[src/rtl/serial_frame_rx.sv]
// serial_frame_rx: receives start/data(LSB first)/[parity]/stop frames, one bit per clock.
// Ports: ck clock (rising edge); rst_n sync active-low reset; sin serial line, idles high;
//        dout last well-framed word; dvalid one-cycle pulse when dout updates;
//        perr one-cycle parity-mismatch pulse with dvalid; ferr one-cycle pulse when stop bit is 0;
//        busy high whenever the receiver is not idle.
module serial_frame_rx #(
  parameter int DW = 8,
  parameter int PARITY_EN = 1,
  parameter int PARITY_ODD = 0
) (
  input  logic          ck,
  input  logic          rst_n,
  input  logic          sin,
  output logic [DW-1:0] dout,
  output logic          dvalid,
  output logic          perr,
  output logic          ferr,
  output logic          busy
);
  localparam logic [2:0] IDLE = 3'd0;
  localparam logic [2:0] DATA = 3'd1;
  localparam logic [2:0] PAR  = 3'd2;
  localparam logic [2:0] STOP = 3'd3;
  localparam logic [2:0] BRK  = 3'd4;
  localparam logic [4:0] LAST = 5'(DW - 1);
  localparam logic       ODD  = (PARITY_ODD != 0);
  localparam logic       PEN  = (PARITY_EN != 0);
  logic [2:0]    state;
  logic [DW-1:0] sh;
  logic [4:0]    cnt;
  logic          acc, pbit;
  assign busy = (state != IDLE);
  always_ff @(posedge ck) begin
    if (!rst_n) begin
      state  <= IDLE;
      sh     <= '0;
      cnt    <= '0;
      acc    <= 1'b0;
      pbit   <= 1'b0;
      dout   <= '0;
      dvalid <= 1'b0;
      perr   <= 1'b0;
      ferr   <= 1'b0;
    end else begin
      dvalid <= 1'b0;
      perr   <= 1'b0;
      ferr   <= 1'b0;
      case (state)
        IDLE: if (!sin) begin
          state <= DATA;
          cnt   <= '0;
          acc   <= 1'b0;
          pbit  <= 1'b0;
        end
        DATA: begin
          // Bits arrive LSB first, so shifting in at the MSB leaves D0 at bit 0 after DW bits.
          sh    <= {sin, sh[DW-1:1]};
          acc   <= acc ^ sin;
          cnt   <= cnt + 5'd1;
          state <= (cnt == LAST) ? (PEN ? PAR : STOP) : DATA;
        end
        PAR: begin
          pbit  <= sin;
          state <= STOP;
        end
        STOP: if (sin) begin
          dout   <= sh;
          dvalid <= 1'b1;
          perr   <= PEN & (acc ^ pbit ^ ODD);
          state  <= IDLE;
        end else begin
          // Framing error wins over parity: no data, no perr, wait for the line to recover.
          ferr  <= 1'b1;
          state <= BRK;
        end
        BRK: state <= sin ? IDLE : BRK;
        default: state <= IDLE;
      endcase
    end
  end
endmodule
[config.mk]
export PLATFORM = sky130hd
export DESIGN_NAME = serial_frame_rx
export DESIGN_NICKNAME = d
export VERILOG_FILES = /design/src/rtl/serial_frame_rx.sv
export SDC_FILE = /design/constraint.sdc
export NUM_CORES = 1
export LEC_CHECK = 0
export CAP_MARGIN = 20
export CORE_MARGIN = 5
export CORE_UTILIZATION = 38
export CTS_CLUSTER_DIAMETER = 120
export DETAILED_ROUTE_END_ITERATION = 12
export PLACE_DENSITY = 0.55
export SETUP_SLACK_MARGIN = 0.3
export SKIP_LAST_GASP = 1
export SLEW_MARGIN = 30
export SYNTH_ARGS = -nofsm -noshare
export SYNTH_HDL_FRONTEND = slang
export SYNTH_SLANG_ARGS = --single-unit
[constraint.sdc]
create_clock -name ck -period 1.2 [get_ports ck]
set_input_delay 0.24 -clock ck [delete_from_list [all_inputs] [get_ports ck]]
set_output_delay 0.24 -clock ck [all_outputs]
set_load 0.01 [all_outputs]
After elaboration in Yosys (flattened, before gate mapping)
Cells that the tools add are included.
{"block": "classes", "add_sub_neg": 1, "eq_ne": 6, "mux": 11, "bitwise_logic": 2, "n_reduce_logical": 10}
{"cell": "$pmux W3 S4", "count": 1}
{"cell": "$pmux W5 S2", "count": 1}
{"cell": "$reduce_and A2 Y1", "count": 4}
{"cell": "$eq A3 B2 Y1 const B", "count": 2}
{"cell": "$mux W3", "count": 2}
{"cell": "$add A5 B1 Y5 const B", "count": 1}
{"cell": "$eq A5 B3 Y1 const B", "count": 1}
{"cell": "$mux W5", "count": 1}
{"cell": "$pmux W1 S2", "count": 2}
{"cell": "$reduce_bool A2 Y1", "count": 2}
{"cell": "$eq A3 B1 Y1 const B", "count": 1}
{"cell": "$eq A3 B3 Y1 const B", "count": 1}
{"cell": "$logic_not A3 Y1", "count": 1}
{"cell": "$mux W1", "count": 3}
{"cell": "$reduce_and A3 Y1", "count": 1}
{"cell": "$reduce_bool A3 Y1", "count": 1}
{"cell": "$mux W2", "count": 1}
{"cell": "$ne A2 B2 Y1 const B", "count": 1}
{"cell": "$reduce_or A2 Y1", "count": 1}
{"cell": "$xor A1 B1 Y1", "count": 2}
{"block": "word_totals", "reg_bits": 29, "input_bits": 3, "wordCells": 39}

Depth between registers and ports, before layout
Gate-level depths: netlist of run 1.
{"block": "depth", "ltp_word": 3, "ltp_mapped": 5, "ltp_nobuf": 4}

Worst setup path before layout of run 1
No wires, ideal clock.
{"block": "synth_path", "kind": "register to output", "start": "register state[0]", "end": "output port busy", "arrival_time_ns": 0.899, "slack_ns": 0.061, "path_stages_with_launch": 3, "path_buffers": 1, "path_cell_list": "dfxtp_1 -> buf_2 -> or3_1"}
{"block": "synth_via", "elab_chain_cells": 1}
{"element": "start: declaration", "line": "28", "rtl": "logic [2:0] state;"}
{"element": "start signal: assignment", "line": "60", "rtl": "state <= (cnt == LAST) ? (PEN ? PAR : STOP) : DATA;"}
{"element": "start signal: assignment", "line": "76", "rtl": "BRK: state <= sin ? IDLE : BRK;"}
{"element": "$reduce_bool A3 Y1", "line": "32", "rtl": "assign busy = (state != IDLE);"}
{"element": "end: declaration", "line": "18", "rtl": "output logic busy"}
No other way between the ends.

Worst setup path in the final report of run 1
{"block": "layout_path", "start": "register state[1]", "end": "output port busy"}
Same word-level chain as after synthesis.

==> results by group, run 1 <==
Run status
  – Status: finished, violations left
  – Failing checks: negative setup slack

Clocking
  – Clock Latency Late Sink: between 300 and 400 ps
  – CTS Sinks: 29
  – CTS tree: built
  – Clock Root Buffer: clkbuf_4
  – Max Buffers Root-to-Sink: 2
  – Num CTS Buffers: 5
  – Clk pin slew, worst setup/hold paths: 90 ps
  – Max H-tree Level: 2

Synthesis
  – Synth unique cells: 35
  – Syn Area/Cell: around 9 um^2
  – Synth warnings: 0
  – Syn Nets: roughly 140
  – Synth top area share: between 40% and 50%
  – Synth Instances: 138
  – Sequential area share after synthesis: 46.9%
  – Yosys top cell by area: dfxtp_1
  – Post-Syn Area: 1240 um^2
  – Synth area leaders: dfxtp_1 (47%), nand2_1 (8.2%), a21oi_2 (5.7%)
  – Seq cells post-synth: 29

Global routing
  – GRT Residual Overflow: 0
  – Tot GR Track Use: 15.4%
  – First-pass GRT wire length: 5090 um
  – Initial antenna violation count: 0
  – Number of global-route vias before repair: 1068
  – Pin count of the biggest net entering global routing: 14

Power and ir drop
  – Peak supply drop: 0.675 mV
  – Comb power frac: 11.0%
  – Power per cell area: between 900 and 1000 nW/um^2
  – Sw frac: 24.9%
  – Clock Power Share: between 30% and 40%
  – Int Pwr: 1350 uW
  – Register share of total power: between 50 and 60%
  – NetSw: 447 uW
  – Total Power: about 1800 uW
  – Leakage power: 0.000719 uW

Routing
  – Uppermost layer routed: met4
  – DRT Pass-1 Iters: 4
  – Drt wl/cell: 13.6 um
  – Residual DRC: 0
  – DR vias: 1072
  – DRT antenna net count: 0
  – Metal-1 WL: 1390 um
  – Final WL: about 3000 um
  – DRT iter0 DRCs: 40
  – WL met3: 123 um
  – Via density: 4.92
  – Met2 WL: 1390 um

Die
  – Io pins: 15
  – Die footprint: 4500 um^2
  – Die Width: 67.1 um
  – Die Ht: 67.1 um
  – Rows: 20
  – Initial core utilization: 40.2%
  – Core area: 3080 um^2

Cells and area
  – Synth-to-Final Area Change: 54.0%
  – Layout cell share with drive strength beyond 1: 66.1%
  – Diode count: 0
  – Nets: 178
  – Layout fillers: 270

Critical path
  – Critical path buffer and inverter count: 1
  – R2R cell count: 6
  – Arr. time, crit path: 1160 ps
  – Crit path launch: state[1]
  – CP Launch Type: flip-flop
  – Crit path depth: 2
  – CP required: 960 ps
  – Worst path cell trace: or3_4 -> buf_6
  – Max FO, Critical Path: 2
  – CP delay by family, top: simple AND/OR/NAND/NOR gates
  – CP max stage cell: or3_4
  – Worst setup EP type: output pin
  – Crit Path Class: flip-flop to output pin
  – Critical R2R Launch: state[1]
  – Critical Path Max Stage Delay: 380 ps

Timing
  – Worst slew pin tran: 291 ps
  – # setup viols final: 24
  – RSZ-0062 raised after global routing: true
  – Fin. max-slew vios: 0
  – Tcrit/Tclk final: 116%
  – Worst clock skew: 6.66 ps
  – Fmax: 0.716 GHz
  – Final WS setup: -197 ps
  – Minimum clock period: 1400 ps
  – Fin Hold WS: approximately 460 ps
  – Slew margin rel.: around four fifths
  – Final number of hold-violating endpoints: 0

Job
  – Max_cap viols: 0

Min path
  – Hold Path Class: flip-flop to flip-flop
  – Cells on Worst Hold Path: 2
  – Hold path start: sh[0]

Placed design
  – Port bufs: 14
  – Post-DP HPWL: 1800 um
  – Placer Congestion: 0.764
logic make-up (layout without fill, tap and decap cells):
family | Yosys count | after routing | synth area share (%)
adder cells (fa/ha/maj) | 1 | 1 | 1.01
XOR/XNOR | 2 | 2 | 1.41
AND/OR/NAND/NOR | 65 | 66 | 29.1
flip-flops | 29 | 29 | 46.9
buffers and inverters | 10 | 45 | 4.85
AO/OA/AOI/OAI | 31 | 31 | 16.8
synth_stat cells:
cell type and count:
a211oi_1 1, a21oi_1 12, a21oi_2 8, a221oi_1 1, a311oi_1 2, a31o_1 1, a31oi_1 1, a41oi_1 1
and2b_1 1, and4b_1 1, buf_2 3, buf_4 1, buf_6 2, clkbuf_1 3, dfxtp_1 29, ha_1 1
inv_2 1, nand2_1 27, nand2_2 8, nand2b_1 3, nand3_1 3, nand3b_1 1, nand4_1 1, nand4b_4 1
nor2_1 7, nor2b_1 2, nor3_1 3, nor3b_1 2, nor3b_4 1, nor4b_1 1, o21ai_1 4, or2_4 1
or3_1 1, or3b_1 1, xnor2_1 2
metal layers:
| metal | vias up | track usage (%) |
|---|---|---|
| li1 | 549 | - |
| met2 | 18 | 24.7 |
| met4 | 0 | 6.08 |
| met5 | - | 0 |
| met1 | 499 | 18.9 |
| met3 | 6 | 5.06 |
sequential cells by signal (all words and copies together) (netlist names):
| name | cells |
|---|---|
| acc | 1 |
| cnt | 5 |
| dout | 8 |
| dvalid | 1 |
| ferr | 1 |
| pbit | 1 |
| perr | 1 |
| sh | 8 |
| state | 3 |
layout by cell type (no fill, tap or decap), drive strengths merged:
cell | synthesis | layout
nand2 | 35 | 35
buf | 6 | 35
dfxtp | 29 | 29
a21oi | 20 | 20
nor2 | 7 | 7
clkbuf | 3 | 7
o21ai | 4 | 4
nand2b | 3 | 3
nand3 | 3 | 3
nor3 | 3 | 3
nor3b | 3 | 3
nor2b | 2 | 2
a311oi | 2 | 2
nand4b | 1 | 2
xnor2 | 2 | 2
clkdlybuf4s50 | 0 | 2
or3 | 1 | 1
nand3b | 1 | 1
or3b | 1 | 1
inv | 1 | 1
nand4 | 1 | 1
or2 | 1 | 1
and2b | 1 | 1
a31oi | 1 | 1
nor4b | 1 | 1
a41oi | 1 | 1
a211oi | 1 | 1
and4b | 1 | 1
a31o | 1 | 1
a221oi | 1 | 1
ha | 1 | 1
stage by stage:
| stage | instance area [um^2] | util [%] | worst slack, ps | setup TNS (ps) | instances |
|---|---|---|---|---|---|
| final | 1910 | 62.0 | -197 | -2040 | 218 |
| after global routing | 1910 | 62.0 | -247 | -3830 | 218 |
| after CTS | 1780 | 57.8 | -208 | -1810 | 213 |
| after detailed placement | 1520 | 49.5 | -297 | -5630 | 198 |
| after global placement | 1520 | 49.5 | -273 | -5110 | 198 |
| after floorplan | 1300 | - | 127 | 0 | 138 |
worst paths after layout:
check	to	slack (ps)
max	busy	-200
min reg2reg	dout[0]	460
min	dout[0]	460
max reg2reg	cnt[2]	-130
tightest hold or removal path, cell delays in order (launching register included):
cell and delay [ps]:
dfxtp_1 330, nand2_2 70, a21oi_2 40
power groups by stage:
stage | registers, uW | logic [uW] | clock network [uW]
after floorplan | 1010 | 98.5 | 0
after global placement | 1010 | 133 | 0
after detailed placement | 1010 | 137 | 0
after CTS | 993 | 176 | 620
after global routing | 997 | 214 | 678
final | 994 | 197 | 603
layout make-up:
cell class | instances | area [um^2] | area share (%)
inverters | 1 | 3.75 | 0.197
multi-input cells | 100 | 793 | 41.6
well taps | 44 | 55.1 | 2.89
flip-flops and latches | 29 | 599 | 31.4
clock buffers | 7 | 55.1 | 2.89
repair buffers | 37 | 402 | 21.0
timing repair:
item                       CTS  global route
resized for setup           98            25
hold buffers                 0             0
gates cloned                 1             0
pin swaps                   21            15
setup endpoints to repair   40            41
buffers inserted             7             5
Note: power is estimated with default switching activity, not from simulation.
==> inputs of run 2 (changes only) <==
Settings changed: CORE_MARGIN 5 to unset.
Clock period 1.2 ns to 1.4 ns, I/O delays scaled along.
==> run 2 against run 1 <==
The flow still finishes with violations (negative setup slack). Sequential power decreased by 15%. Clock power decreased by 16%. Sequential share of layout area increased by 5.6 points. Sequential cell count unchanged. First-iteration DRC count decreased by 10%. Critical path type unchanged.
==> results by group, run 2 (synthesis gave the netlist of run 1 again) <==
Cells and area
  – Synth-to-Final Area Change: 31.4%
  – Layout cell share with drive strength beyond 1: between 40% and 50%
  – Commonest non-fill, non-tap cell in the layout: nand2_1
  – Nets: approximately 170
  – Commonest cells after routing, fill and taps aside: nand2_1 (27), dfxtp_1 (16), a21oi_1 (12), dfxtp_2 (11), buf_4 (10)
  – Layout fillers: 301
  – Register area: roughly 600 um^2
  – Diode count: 0
  – Multi-input logic area: 643 um^2
  – Fin cells: 211
  – Registers with the most flip-flops: dout (8), sh (8), cnt (5)

Routing
  – DR vias: 1030
  – Drt wl/cell: approximately 12 um
  – Final WL: 2570 um
  – DRT iter0 DRCs: 36
  – DRT antenna net count: 0
  – Residual DRC: 0
  – Via density: 4.88
  – DRT Pass-1 Iters: 4

Die
  – Core area: slightly above 3000 um^2
  – Die Ht: approximately 60 um
  – Rows: 20
  – Die footprint: 3490 um^2
  – Die Width: 59.1 um
  – Io pins: 15
  – Initial core utilization: 40.2%

Clocking
  – Num CTS Buffers: 5
  – Clock Latency Late Sink: ~330 ps
  – Clock Root Buffer: clkbuf_4
  – Max H-tree Level: 2
  – CTS Sinks: 29
  – Clk pin slew, worst setup/hold paths: 80 ps
  – Hold_buf cts: 0
  – Max Buffers Root-to-Sink: 2
  – CTS tree: built

Power and ir drop
  – Leakage power: about 0.00063 uW
  – Power per cell area: 916 nW/um^2
  – Peak supply drop: 0.468 mV
  – Total Power: 1490 uW

Critical path
  – Crit Path Class: flip-flop to output pin
  – Critical path buffer and inverter count: 1
  – Worst setup EP type: output pin
  – CP delay by family, top: simple AND/OR/NAND/NOR gates
  – Worst path cell trace: or3_4 -> buf_6
  – CP max stage cell: or3_4
  – Arr. time, crit path: 1160 ps
  – CP required: 1120 ps
  – Critical Path Max Stage Delay: roughly 380 ps
  – CP Launch Type: flip-flop
  – Max FO, Critical Path: 2

Timing
  – Final WS setup: -40.6 ps
  – # setup viols final: 1
  – Minimum clock period: 1440 ps
  – RSZ-0062 raised after global routing: true
  – Slew margin rel.: between 80% and 90%
  – Fmax: 0.694 GHz
  – Final number of hold-violating endpoints: 0
  – Tcrit/Tclk final: 103%
  – Worst slew pin tran: 246 ps
  – Fin. max-slew vios: 0
  – Worst clock skew: 4.93 ps

Global routing
  – GRT Residual Overflow: 0
  – Number of global-route vias before repair: roughly 990
  – Initial antenna violation count: 0
  – Pin count of the biggest net entering global routing: 16
  – First-pass GRT wire length: 4250 um
  – Tot GR Track Use: 16.7%

Run status
  – Failing checks: negative setup slack
  – Status: finished, violations left

Placed design
  – Dpl cells: 200
  – Port bufs: 14
  – Post-DP HPWL: around 1700 um
  – Placer Congestion: 0.692

Job
  – Max_cap viols: 0

Min path
  – Hold Path Class: primary input to flip-flop
-- run 2: final cells by class --
| cell class | instances | area share [%] |
|---|---|---|
| tap | 44 | 3.38 |
| multi-input combinational | 99 | 39.5 |
| clock buffer | 7 | 3.38 |
| sequential | 29 | 37.0 |
| timing repair buffer | 31 | 16.5 |
| inverter | 1 | 0.231 |
-- run 2: timing repair --
item                                   4_1_cts  5_1_grt
gates resized for setup                     67       12
pin swaps                                    1        3
setup buffers                                3        1
endpoints found under the hold margin        0        0
setup endpoints to repair                   36       28
-- run 2: worst paths after layout --
kind,start,to,slack (ps),depth (start not counted)
worst max-delay path,state[0],busy,-40,2
worst min-delay path,sin,sh[7],450,3
worst max register to register,state[0],cnt[3],70,5
worst min register to register,sh[0],dout[0],460,2
-- run 2: where the power goes --
group / total (uW) / switching [uW] / internal (uW)
registers: 844 / 11.3 / 833
logic: 140 / 70.7 / 69.4
clock network: 506 / 270 / 236
total: 1490 / 352 / 1140
-- run 2: worst reg2reg max path, stage by stage (launching register included) --
cell and delay (ps):
dfxtp_2 340, buf_6 160, nor3b_4 220, buf_6 160, a41oi_1 120, a311oi_1 250
-- run 2: through the flow --
step                      util [%]  TNS, ps  worst slack (ps)  cell area [um^2]  hold WS, ps
after CTS                     51.1    -40.0             -40.0              1570          435
after detailed placement      49.0    -2030              -173              1510          451
after global placement        49.0    -1370              -124              1510          445
after floorplan                  -        0               277              1260          434
after global routing          52.9     -137             -83.9              1630          454
final                         52.9    -40.6             -40.6              1630          446
-- run 2: per-layer routing --
| layer | vias to the layer above | global-route usage (%) | part of all wire [%] |
|---|---|---|---|
| met5 | - | 0 | 0 |
| met4 | 0 | 7.14 | 1.6 |
| met3 | 5 | 7.64 | 5.4 |
| met2 | 20 | 25.5 | 46 |
| met1 | 474 | 20.1 | 47 |
| li1 | 531 | - | - |
